File: config.mk
export PLATFORM = sky130hd
export DESIGN_NAME = axi_4lite_regfile
export DESIGN_NICKNAME = d
export VERILOG_FILES = /design/src/rtl/axi_4lite_regfile.sv
export SDC_FILE = /design/constraint.sdc
export NUM_CORES = 1
export LEC_CHECK = 0
export ABC_AREA = 1
export BUFFER_PORTS_ARGS = -buffer_cell sky130_fd_sc_hd__buf_2
export CAP_MARGIN = 10
export CORE_AREA = 5 5 238 240
export DETAILED_ROUTE_END_ITERATION = 12
export DIE_AREA = 0 0 243 245
export GPL_TIMING_DRIVEN = 1
export MAX_ROUTING_LAYER = met4
export PLACE_DENSITY = 0.56
export SYNTH_ARGS = -nofsm -noshare
export SYNTH_HDL_FRONTEND = slang
export SYNTH_SLANG_ARGS = --single-unit
File: constraint.sdc
create_clock -name AXI_aclk -period 3.6 [get_ports AXI_aclk]
set_input_delay 0 -clock AXI_aclk [delete_from_list [all_inputs] [get_ports AXI_aclk]]
set_output_delay 0 -clock AXI_aclk [all_outputs]
set_load 0.01 [all_outputs]
File: src/rtl/axi_4lite_regfile.sv
// ---------------------------------------------------------------------------
// axi_4lite_regfile
//
// AXI4-Lite slave exposing NUM_REGS word-wide registers to the user datapath.
// Read/write registers are updated through byte strobes. Read-only registers
// return hardware status values. Each successful register write produces a
// one-cycle wr_pulse strobe for that register.
//
// Ports
//   AXI_aclk, AXI_areset        clock, synchronous active-high reset
//   AXI_aw*, AXI_w*, AXI_b*     write address / data / response channels
//   AXI_ar*, AXI_r*             read address / data channels
//                               (AXI_areadaddr is the read byte address)
//   reg_out                     flattened register contents, reg i at [i*DW +: DW]
//   status_in                   hardware values returned for read-only registers
//   wr_pulse                    one-cycle strobe per successful register write
// ---------------------------------------------------------------------------
module axi_4lite_regfile #(
   parameter int                     AXI_Dwidth    = 32,
   parameter int                     AXI_Addrwidth = 6,
   parameter int                     NUM_REGS      = 8,
   parameter logic [NUM_REGS-1:0]    RO_MASK       = '0,
   parameter logic [AXI_Dwidth-1:0]  RESET_VALUE   = '0
) (
   input  logic                           AXI_aclk,
   input  logic                           AXI_areset,
   input  logic [AXI_Addrwidth-1:0]       AXI_awaddr,
   input  logic [2:0]                     AXI_awprotect,
   input  logic                           AXI_awvalid,
   output logic                           AXI_awready,
   input  logic [AXI_Dwidth-1:0]          AXI_wdata,
   input  logic [AXI_Dwidth/8-1:0]        AXI_wstrb,
   input  logic                           AXI_wvalid,
   output logic                           AXI_wready,
   output logic [1:0]                     AXI_bresp,
   output logic                           AXI_bvalid,
   input  logic                           AXI_bready,
   input  logic [AXI_Addrwidth-1:0]       AXI_areadaddr,
   input  logic [2:0]                     AXI_arprotect,
   input  logic                           AXI_arvalid,
   output logic                           AXI_arready,
   output logic [AXI_Dwidth-1:0]          AXI_rdata,
   output logic [1:0]                     AXI_rresp,
   output logic                           AXI_rvalid,
   input  logic                           AXI_rready,
   output logic [NUM_REGS*AXI_Dwidth-1:0] reg_out,
   input  logic [NUM_REGS*AXI_Dwidth-1:0] status_in,
   output logic [NUM_REGS-1:0]            wr_pulse
);

   localparam int STRBW = AXI_Dwidth / 8;
   localparam int ASB   = $clog2(STRBW);
   localparam int IDXW  = AXI_Addrwidth - ASB;

   localparam logic [1:0] RESP_OKAY   = 2'b00;
   localparam logic [1:0] RESP_SLVERR = 2'b10;

   logic                  awHeld_q, awHeld_d;
   logic [IDXW-1:0]       awIdx_q, awIdx_d;
   logic                  wHeld_q, wHeld_d;
   logic [AXI_Dwidth-1:0] wData_q, wData_d;
   logic [STRBW-1:0]      wStrb_q, wStrb_d;
   logic                  bValid_q, bValid_d;
   logic [1:0]            bResp_q, bResp_d;
   logic [NUM_REGS-1:0]   wrPulse_q, wrPulse_d;
   logic                  rValid_q, rValid_d;
   logic [AXI_Dwidth-1:0] rData_q, rData_d;
   logic [1:0]            rResp_q, rResp_d;
   logic [AXI_Dwidth-1:0] regs_q [NUM_REGS];
   logic [AXI_Dwidth-1:0] regs_d [NUM_REGS];

   logic            awReady, wReady, arReady;
   logic            awFire, wFire, arFire;
   logic [IDXW-1:0] awIdxIn, arIdxIn;
   logic            unusedBits;

   // Word index of each incoming address; the byte offset inside a word is dropped.
   assign awIdxIn = AXI_awaddr[AXI_Addrwidth-1:ASB];
   assign arIdxIn = AXI_areadaddr[AXI_Addrwidth-1:ASB];

   // Protection bits and byte offsets carry no meaning for this slave.
   assign unusedBits = ^{AXI_awprotect, AXI_arprotect, AXI_awaddr[ASB-1:0],
                         AXI_areadaddr[ASB-1:0], status_in};

   // Readies are forced low while reset is asserted so nothing is accepted
   // until the cycle after reset goes away. A pending write response blocks
   // both write-side readies so at most one write is ever in flight.
   assign awReady = !AXI_areset && !awHeld_q && !bValid_q;
   assign wReady  = !AXI_areset && !wHeld_q && !bValid_q;
   assign arReady = !AXI_areset && !rValid_q;

   assign awFire = AXI_awvalid && awReady;
   assign wFire  = AXI_wvalid && wReady;
   assign arFire = AXI_arvalid && arReady;

   // Next-state logic for both channels. AW and W are captured independently
   // into holding registers; once both are held the write commits on the
   // following edge. Reads sample regs_q (not regs_d), so a read and a commit
   // to the same register on the same edge return the pre-write value.
   always_comb begin
      awHeld_d  = awHeld_q;
      awIdx_d   = awIdx_q;
      wHeld_d   = wHeld_q;
      wData_d   = wData_q;
      wStrb_d   = wStrb_q;
      bValid_d  = bValid_q;
      bResp_d   = bResp_q;
      wrPulse_d = '0;
      rValid_d  = rValid_q;
      rData_d   = rData_q;
      rResp_d   = rResp_q;
      for (int i = 0; i < NUM_REGS; i++) begin
         regs_d[i] = regs_q[i];
      end

      if (awFire) begin
         awHeld_d = 1'b1;
         awIdx_d  = awIdxIn;
      end
      if (wFire) begin
         wHeld_d = 1'b1;
         wData_d = AXI_wdata;
         wStrb_d = AXI_wstrb;
      end

      if (bValid_q && AXI_bready) begin
         bValid_d = 1'b0;
      end

      // Commit: an index that matches no writable register falls through as SLVERR.
      if (awHeld_q && wHeld_q) begin
         awHeld_d = 1'b0;
         wHeld_d  = 1'b0;
         bValid_d = 1'b1;
         bResp_d  = RESP_SLVERR;
         for (int i = 0; i < NUM_REGS; i++) begin
            if (awIdx_q == IDXW'(i) && !RO_MASK[i]) begin
               bResp_d      = RESP_OKAY;
               wrPulse_d[i] = 1'b1;
               for (int k = 0; k < STRBW; k++) begin
                  if (wStrb_q[k]) begin
                     regs_d[i][k*8 +: 8] = wData_q[k*8 +: 8];
                  end
               end
            end
         end
      end

      if (rValid_q && AXI_rready) begin
         rValid_d = 1'b0;
      end

      if (arFire) begin
         rValid_d = 1'b1;
         rData_d  = '0;
         rResp_d  = RESP_SLVERR;
         for (int i = 0; i < NUM_REGS; i++) begin
            if (arIdxIn == IDXW'(i)) begin
               rResp_d = RESP_OKAY;
               rData_d = RO_MASK[i] ? status_in[i*AXI_Dwidth +: AXI_Dwidth] : regs_q[i];
            end
         end
      end
   end

   // State registers. Reset discards any half-finished transaction on either channel.
   always_ff @(posedge AXI_aclk) begin
      if (AXI_areset) begin
         awHeld_q  <= 1'b0;
         awIdx_q   <= '0;
         wHeld_q   <= 1'b0;
         wData_q   <= '0;
         wStrb_q   <= '0;
         bValid_q  <= 1'b0;
         bResp_q   <= RESP_OKAY;
         wrPulse_q <= '0;
         rValid_q  <= 1'b0;
         rData_q   <= '0;
         rResp_q   <= RESP_OKAY;
         for (int i = 0; i < NUM_REGS; i++) begin
            regs_q[i] <= RESET_VALUE;
         end
      end else begin
         awHeld_q  <= awHeld_d;
         awIdx_q   <= awIdx_d;
         wHeld_q   <= wHeld_d;
         wData_q   <= wData_d;
         wStrb_q   <= wStrb_d;
         bValid_q  <= bValid_d;
         bResp_q   <= bResp_d;
         wrPulse_q <= wrPulse_d;
         rValid_q  <= rValid_d;
         rData_q   <= rData_d;
         rResp_q   <= rResp_d;
         for (int i = 0; i < NUM_REGS; i++) begin
            regs_q[i] <= regs_d[i];
         end
      end
   end

   // Flatten the register array onto the user-side bus.
   for (genvar g = 0; g < NUM_REGS; g++) begin : gRegOut
      assign reg_out[g*AXI_Dwidth +: AXI_Dwidth] = regs_q[g];
   end

   assign AXI_awready = awReady;
   assign AXI_wready  = wReady;
   assign AXI_arready = arReady;
   assign AXI_bvalid  = bValid_q;
   assign AXI_bresp   = bResp_q;
   assign AXI_rvalid  = rValid_q;
   assign AXI_rdata   = rData_q;
   assign AXI_rresp   = rResp_q;
   assign wr_pulse    = wrPulse_q;

endmodule
After elaboration in Yosys (flattened, before gate mapping)
Memory sizes are Yosys's and may differ from the RTL's.
Index checks and enable logic that the tools add are counted.
{"block": "totals", "register_bits": 88, "ramBits": 256, "input_bits": 317, "output_inout_bits": 305, "n_memories": 1}
{"block": "classes", "eq_ne": 14, "mux": 88, "bitwise_logic": 9, "n_reduce_logical": 22}
{"name": "regs_q", "depth": 8, "width": 32, "read_ports": 8, "rd_clocked_by_memory_dff": 0, "wr": 8, "line_no": "69", "text": "logic [AXI_Dwidth-1:0] regs_q [NUM_REGS];"}
{"operator": "two-way mux 32 bit", "n": 24}
{"operator": "two-way mux 256 bit", "n": 1}
{"operator": "two-way mux 8 bit", "n": 32}
{"operator": "equality test 4 x 3 -> 1 bit (second input constant)", "n": 8}
{"operator": "two-way mux 2 bit", "n": 16}
{"operator": "equality test 4 x 2 -> 1 bit (second input constant)", "n": 4}
{"operator": "two-way mux 1 bit", "n": 15}
{"operator": "logical AND 1 bit", "n": 11}
{"operator": "equality test 4 x 1 -> 1 bit (second input constant)", "n": 2}
{"operator": "zero test 4 bit", "n": 2}
{"operator": "bitwise OR 1 bit", "n": 8}
{"operator": "zero test 1 bit", "n": 5}
{"operator": "nonzero test 2 bit", "n": 2}
{"operator": "OR reduction 2 bit", "n": 2}
{"operator": "inverter 1 bit", "n": 1}

Longest topological paths before layout
{"block": "depth", "ltp_word": 9, "mapped_depth": 12, "depth_no_buf": 10}

Worst setup path after synthesis
Ideal clock, no wire load.
{"block": "synth_timing", "path_type": "flip-flop to flip-flop", "from": "register bValid_q, in the netlist AXI_bvalid", "to": "register wData_q[20]", "t_arrival_ns": 1.439, "required_ns": 3.478, "setup_slack_ns": 2.039, "path_stages_with_launch": 7, "path_buffers": 2, "period_less_slack_ns": 1.561, "cell_sequence": "dfxtp_1 -> nor3_2 -> nand2_2 -> buf_2 -> buf_2 -> o21ai_0 -> a21oi_1"}
{"block": "synth_between", "elab_chain_len": 3}
{"item": "start, declared", "line_no": "63", "text": "logic bValid_q, bValid_d;"}
{"item": "start signal, assigned", "line_no": "189", "text": "bValid_q <= bValid_d;"}
{"item": "zero test 1 bit", "line_no": "89", "text": "assign wReady = !AXI_areset && !wHeld_q && !bValid_q;"}
{"item": "logical AND 1 bit", "line_no": "89"}
{"item": "via AXI_wready", "line_no": "34", "text": "output logic AXI_wready,"}
{"item": "logical AND 1 bit", "line_no": "93", "text": "assign wFire = AXI_wvalid && wReady;"}
{"item": "end signal, assigned", "line_no": "187", "text": "wData_q <= wData_d;"}
{"item": "end, declared", "line_no": "61", "text": "logic [AXI_Dwidth-1:0] wData_q, wData_d;"}
The timed path passes the listed nets, and every way through them passes these cells.
A chain may end at the register's enable or synchronous reset.

Worst setup path in the final report
{"block": "layout_timing", "from": "input AXI_areset", "to": "register awIdx_q[1]"}
{"block": "layout_between", "elab_chain_len": 4}
{"item": "start, declared", "line_no": "26", "text": "input logic AXI_areset,"}
{"item": "zero test 1 bit", "line_no": "88", "text": "assign awReady = !AXI_areset && !awHeld_q && !bValid_q;"}
{"item": "logical AND 1 bit (2 in series)", "line_no": "88"}
{"item": "logical AND 1 bit", "line_no": "92", "text": "assign awFire = AXI_awvalid && awReady;"}
{"item": "end signal, assigned", "line_no": "185", "text": "awIdx_q <= awIdx_d;"}
{"item": "end, declared", "line_no": "59", "text": "logic [IDXW-1:0] awIdx_q, awIdx_d;"}
Several ways; a longest one is shown, not always the timed one.

==> metrics.md <==
| Metric | Value |
|---|---|
| Yosys Warn Count | 0 |
| Xor/xnor share of the synthesized area | 0% |
| Vias in the first global route | 13,370 |
| Overall die width | 243 um |
| Worst Tran Pin Value | 0.9244 ns |
| Power, Total | between 8 and 9 mW |
| Post-Place Cell Area | around 16,000 um2 |
| CP cell instances | dlygate4sd3_1, buf_2, inv_6, buf_12, o21ai_0, dlygate4sd3_1, a21oi_1, dlygate4sd3_1 |
| Status | finished, final reports clean |
| Post-Synthesis Cell Area | around 13,000 um2 |
| Leak | 8.011 nW |
| CTS Sinks | approximately 340 |
| Clock network fraction of design power | 48.2% |
| CP endpoint kind | register |
| Vias per inst | roughly 5 |
| Final WS setup | 0.8932 ns |
| Sw Share | approximately 25% |
| CTS buffer count | 40 |
| Synth cell types | 26 |
| Worst-path fanout max | 98 |
| Design internal power | 6.366 mW |
| Gr ovfl total | 0 |
| PortBufs | approximately 350 |
| Layout Nets | 2,428 |
| Die ar. | 59,540 um2 |
| Post-synthesis register bit count | 342 |
| 1st-pass router iterations | 7 |
| HP Class | input port to register |
| Worst slew margin | around two fifths |
| GRT Total Usage | 20.34% |
| Row cnt | 86 |
| Crit-path slowest cell | dlygate4sd3_1 |
| Synth top area cells | dfxtp_1 (51%), o21ai_0 (13%), a21oi_1 (11%), nand2_1 (6.6%), nor2_1 (3.7%) |
| Most common cell in the netlist | o21ai_0 |
| Setup TNS Final | 0 ns |
| Final count of pins violating max slew | 0 |
| Place WS | 0.9184 ns |
| Wire length per cell | 21.57 um |
| Final setup fails | 0 |
| Dominant cell type by area after synthesis | dfxtp_1 |
| Detailed Place HPWL | roughly 43 mm |
| Syn Inst Count | 1,742 |
| Synth top cells by count | o21ai_0 (346), dfxtp_1 (342), a21oi_1 (293), nand2_1 (235), nor2_1 (131) |
| Critical Path RT | 4.10 ns |
| Share of post-route cells with drive strength above 1 | 23.12% |
| RSZ-0062 raised after global routing | false |
| Max incr delay on CP | approximately 0.59 ns |
| Post-synthesis compound-gate area fraction | 24.04% |
| Chip height | 245 um |
| Vias | 13,850 |
| Max-Cap Viols | 0 |
| Crit Path Class | input port to register |
| Async S/R FF share, synth | 0% |
| Syn avg cell area | 7.714 um2 |
| DRC | 0 |
| Fin cells | roughly 2,800 |
| CTS tree | yes |
| GPL Wtd Cong | around 0.84 |
| Number of synthesized flops with an enable pin | 0 |
| CTS Buffer Depth | 3 |
| Sw power | 2.089 mW |
| Post-synthesis mux area share | 0% |
| Boundary pin count | 622 |
| DR iter-0 viols | 1,009 |
| Sequential cell area fraction in the yosys report | 50.95% |
| Hold_ws | 0.05509 ns |
| Clock skew | 0.009926 ns |
| Post-CTS Resized | 0 |
| Tcrit/Tclk final | 75.19% |
| Largest net degree at the start of global routing | 105 |
| Routed Antenna Nets | 0 |
| Design Area, Final | 17,690 um2 |
| Fin. Hold Viols | 0 |
| Simple-gate share of the synthesized area | about 18% |
| Critical Path Most Common Cell | dlygate4sd3_1 |
| Worst skew pair latency | 0.55 ns |
| Initial Util | 24.68% |
| H-tree depth | 2 |
| Placed instance count | 2,707 |
| Max VDD drop | between 300 and 400 uV |
| Share of the synthesized area in the top cell type | roughly 50% |
| Pwr Density | roughly 480 nW/um2 |
| Fmax | 369.4 MHz |
| Clock slew at reported path FFs | approximately 0.060 ns |
| Crit path DAT | 3.20 ns |
| Prevailing post-synth register cell | dfxtp_1 |
| Post-layout util | 32.50% |
| Filler instances | slightly below 6,000 |
| Root Driver | clkbuf_16 |
| Comb power frac | 6.2% |
| Min Clock Period, post-route | roughly 2.7 ns |
| Synth Area in Adders | 0% |
| Largest family of logic cells by synthesized area | compound AO/OA/AOI/OAI gates |
| Layout area overhead | 31.68% |
| Antenna violations before repair | 2 |
| Final WL | ~61 mm |
| Startpoint class of the critical path | input port |
| Core Area | 54,450 um2 |
| Reg power frac | 45.6% |
| First-pass GRT wire length | 89.32 mm |
-- power by group through the flow --
stage	combinational (mW)	sequential, mW	clock [mW]
3_5_place_dp	0.468	3.94	0
3_3_place_gp	0.462	3.94	0
2_1_floorplan	0.258	3.93	0
6_report	0.521	3.86	4.08
4_1_cts	0.524	3.86	4.20
5_1_grt	0.567	3.86	4.33
-- layout by cell type (no fill, tap or decap) --
cell type	n
buf_2	353
o21ai_0	346
dfxtp_1	342
a21oi_1	293
nand2_1	235
nor2_1	131
inv_1	75
nand3_1	72
dlygate4sd3_1	66
clkbuf_16	41
nand4_1	30
clkinv_1	26
nor2_4	17
nor3_1	16
buf_4	16
nor2_2	14
inv_2	13
clkinv_2	9
nand2_2	8
clkbuf_8	7
clkinvlp_4	6
clkbuf_1	6
o21ai_1	4
buf_12	3
diode_2	2
o22ai_1	2
inv_6	2
conb_1	2
bufinv_16	2
or2_2	1
nor3_2	1
nor2_8	1
clkinv_4	1
-- path summary, 6_finish.rpt --
path | startpoint | depth (start not counted) | slack, ns | endpoint
min reg2reg | wStrb_q[3] | 2 | 0.46 | wStrb_q[3]
min | AXI_arvalid | 4 | 0.06 | AXI_rvalid
max | AXI_areset | 8 | 0.89 | awIdx_q[1]
max reg2reg | AXI_bvalid | 5 | 0.99 | wData_q[23]
-- critical path: cells and delay by family --
family | cells | cell delay, ns
AO/OA/AOI/OAI | 2 | 0.29
buffers and inverters | 6 | 2.85
-- kinds of logic (layout without fill, tap and decap cells) --
| logic type | after synthesis | count (layout) |
|---|---|---|
| other | 1 | 4 |
| flip-flops | 342 | 342 |
| buffers and inverters | 228 | 626 |
| AND/OR/NAND/NOR | 526 | 526 |
| AO/OA/AOI/OAI | 645 | 645 |
-- registers in the layout, indices dropped and copies added, names as in the netlist, 4 cells and up --
name,count
AXI_rdata,32
awIdx_q,4
regs_q,256
wData_q,32
wStrb_q,4
wr_pulse,8
-- what timing repair did --
action | in CTS | in global routing
hold buffers | 66 | 0
setup buffers | 0 | 0
endpoints found under the hold margin | 50 | 0
-- layer usage --
metal / wire [um] / track usage [%] / vias up
met1: 25760 / 24.90 / 6548
met4: 2205 / 6.926 / 0
met2: 28570 / 32.92 / 533
met5: 0 / - / -
li1: - / - / 6641
met3: 4871 / 5.150 / 124
-- area by class of cell --
cell class | instances | area [um2] | area share, %
inverters | 116 | 441.7 | 2.496
clock inverters | 18 | 162.7 | 0.9192
multi-input cells | 1173 | 5605 | 31.68
well taps | 704 | 880.8 | 4.978
diodes | 2 | 5.005 | 0.02828
flip-flops and latches | 342 | 6847 | 38.69
clock buffers | 54 | 1145 | 6.470
repair buffers | 438 | 2608 | 14.74
Note: power is estimated with default switching activity, not from simulation.
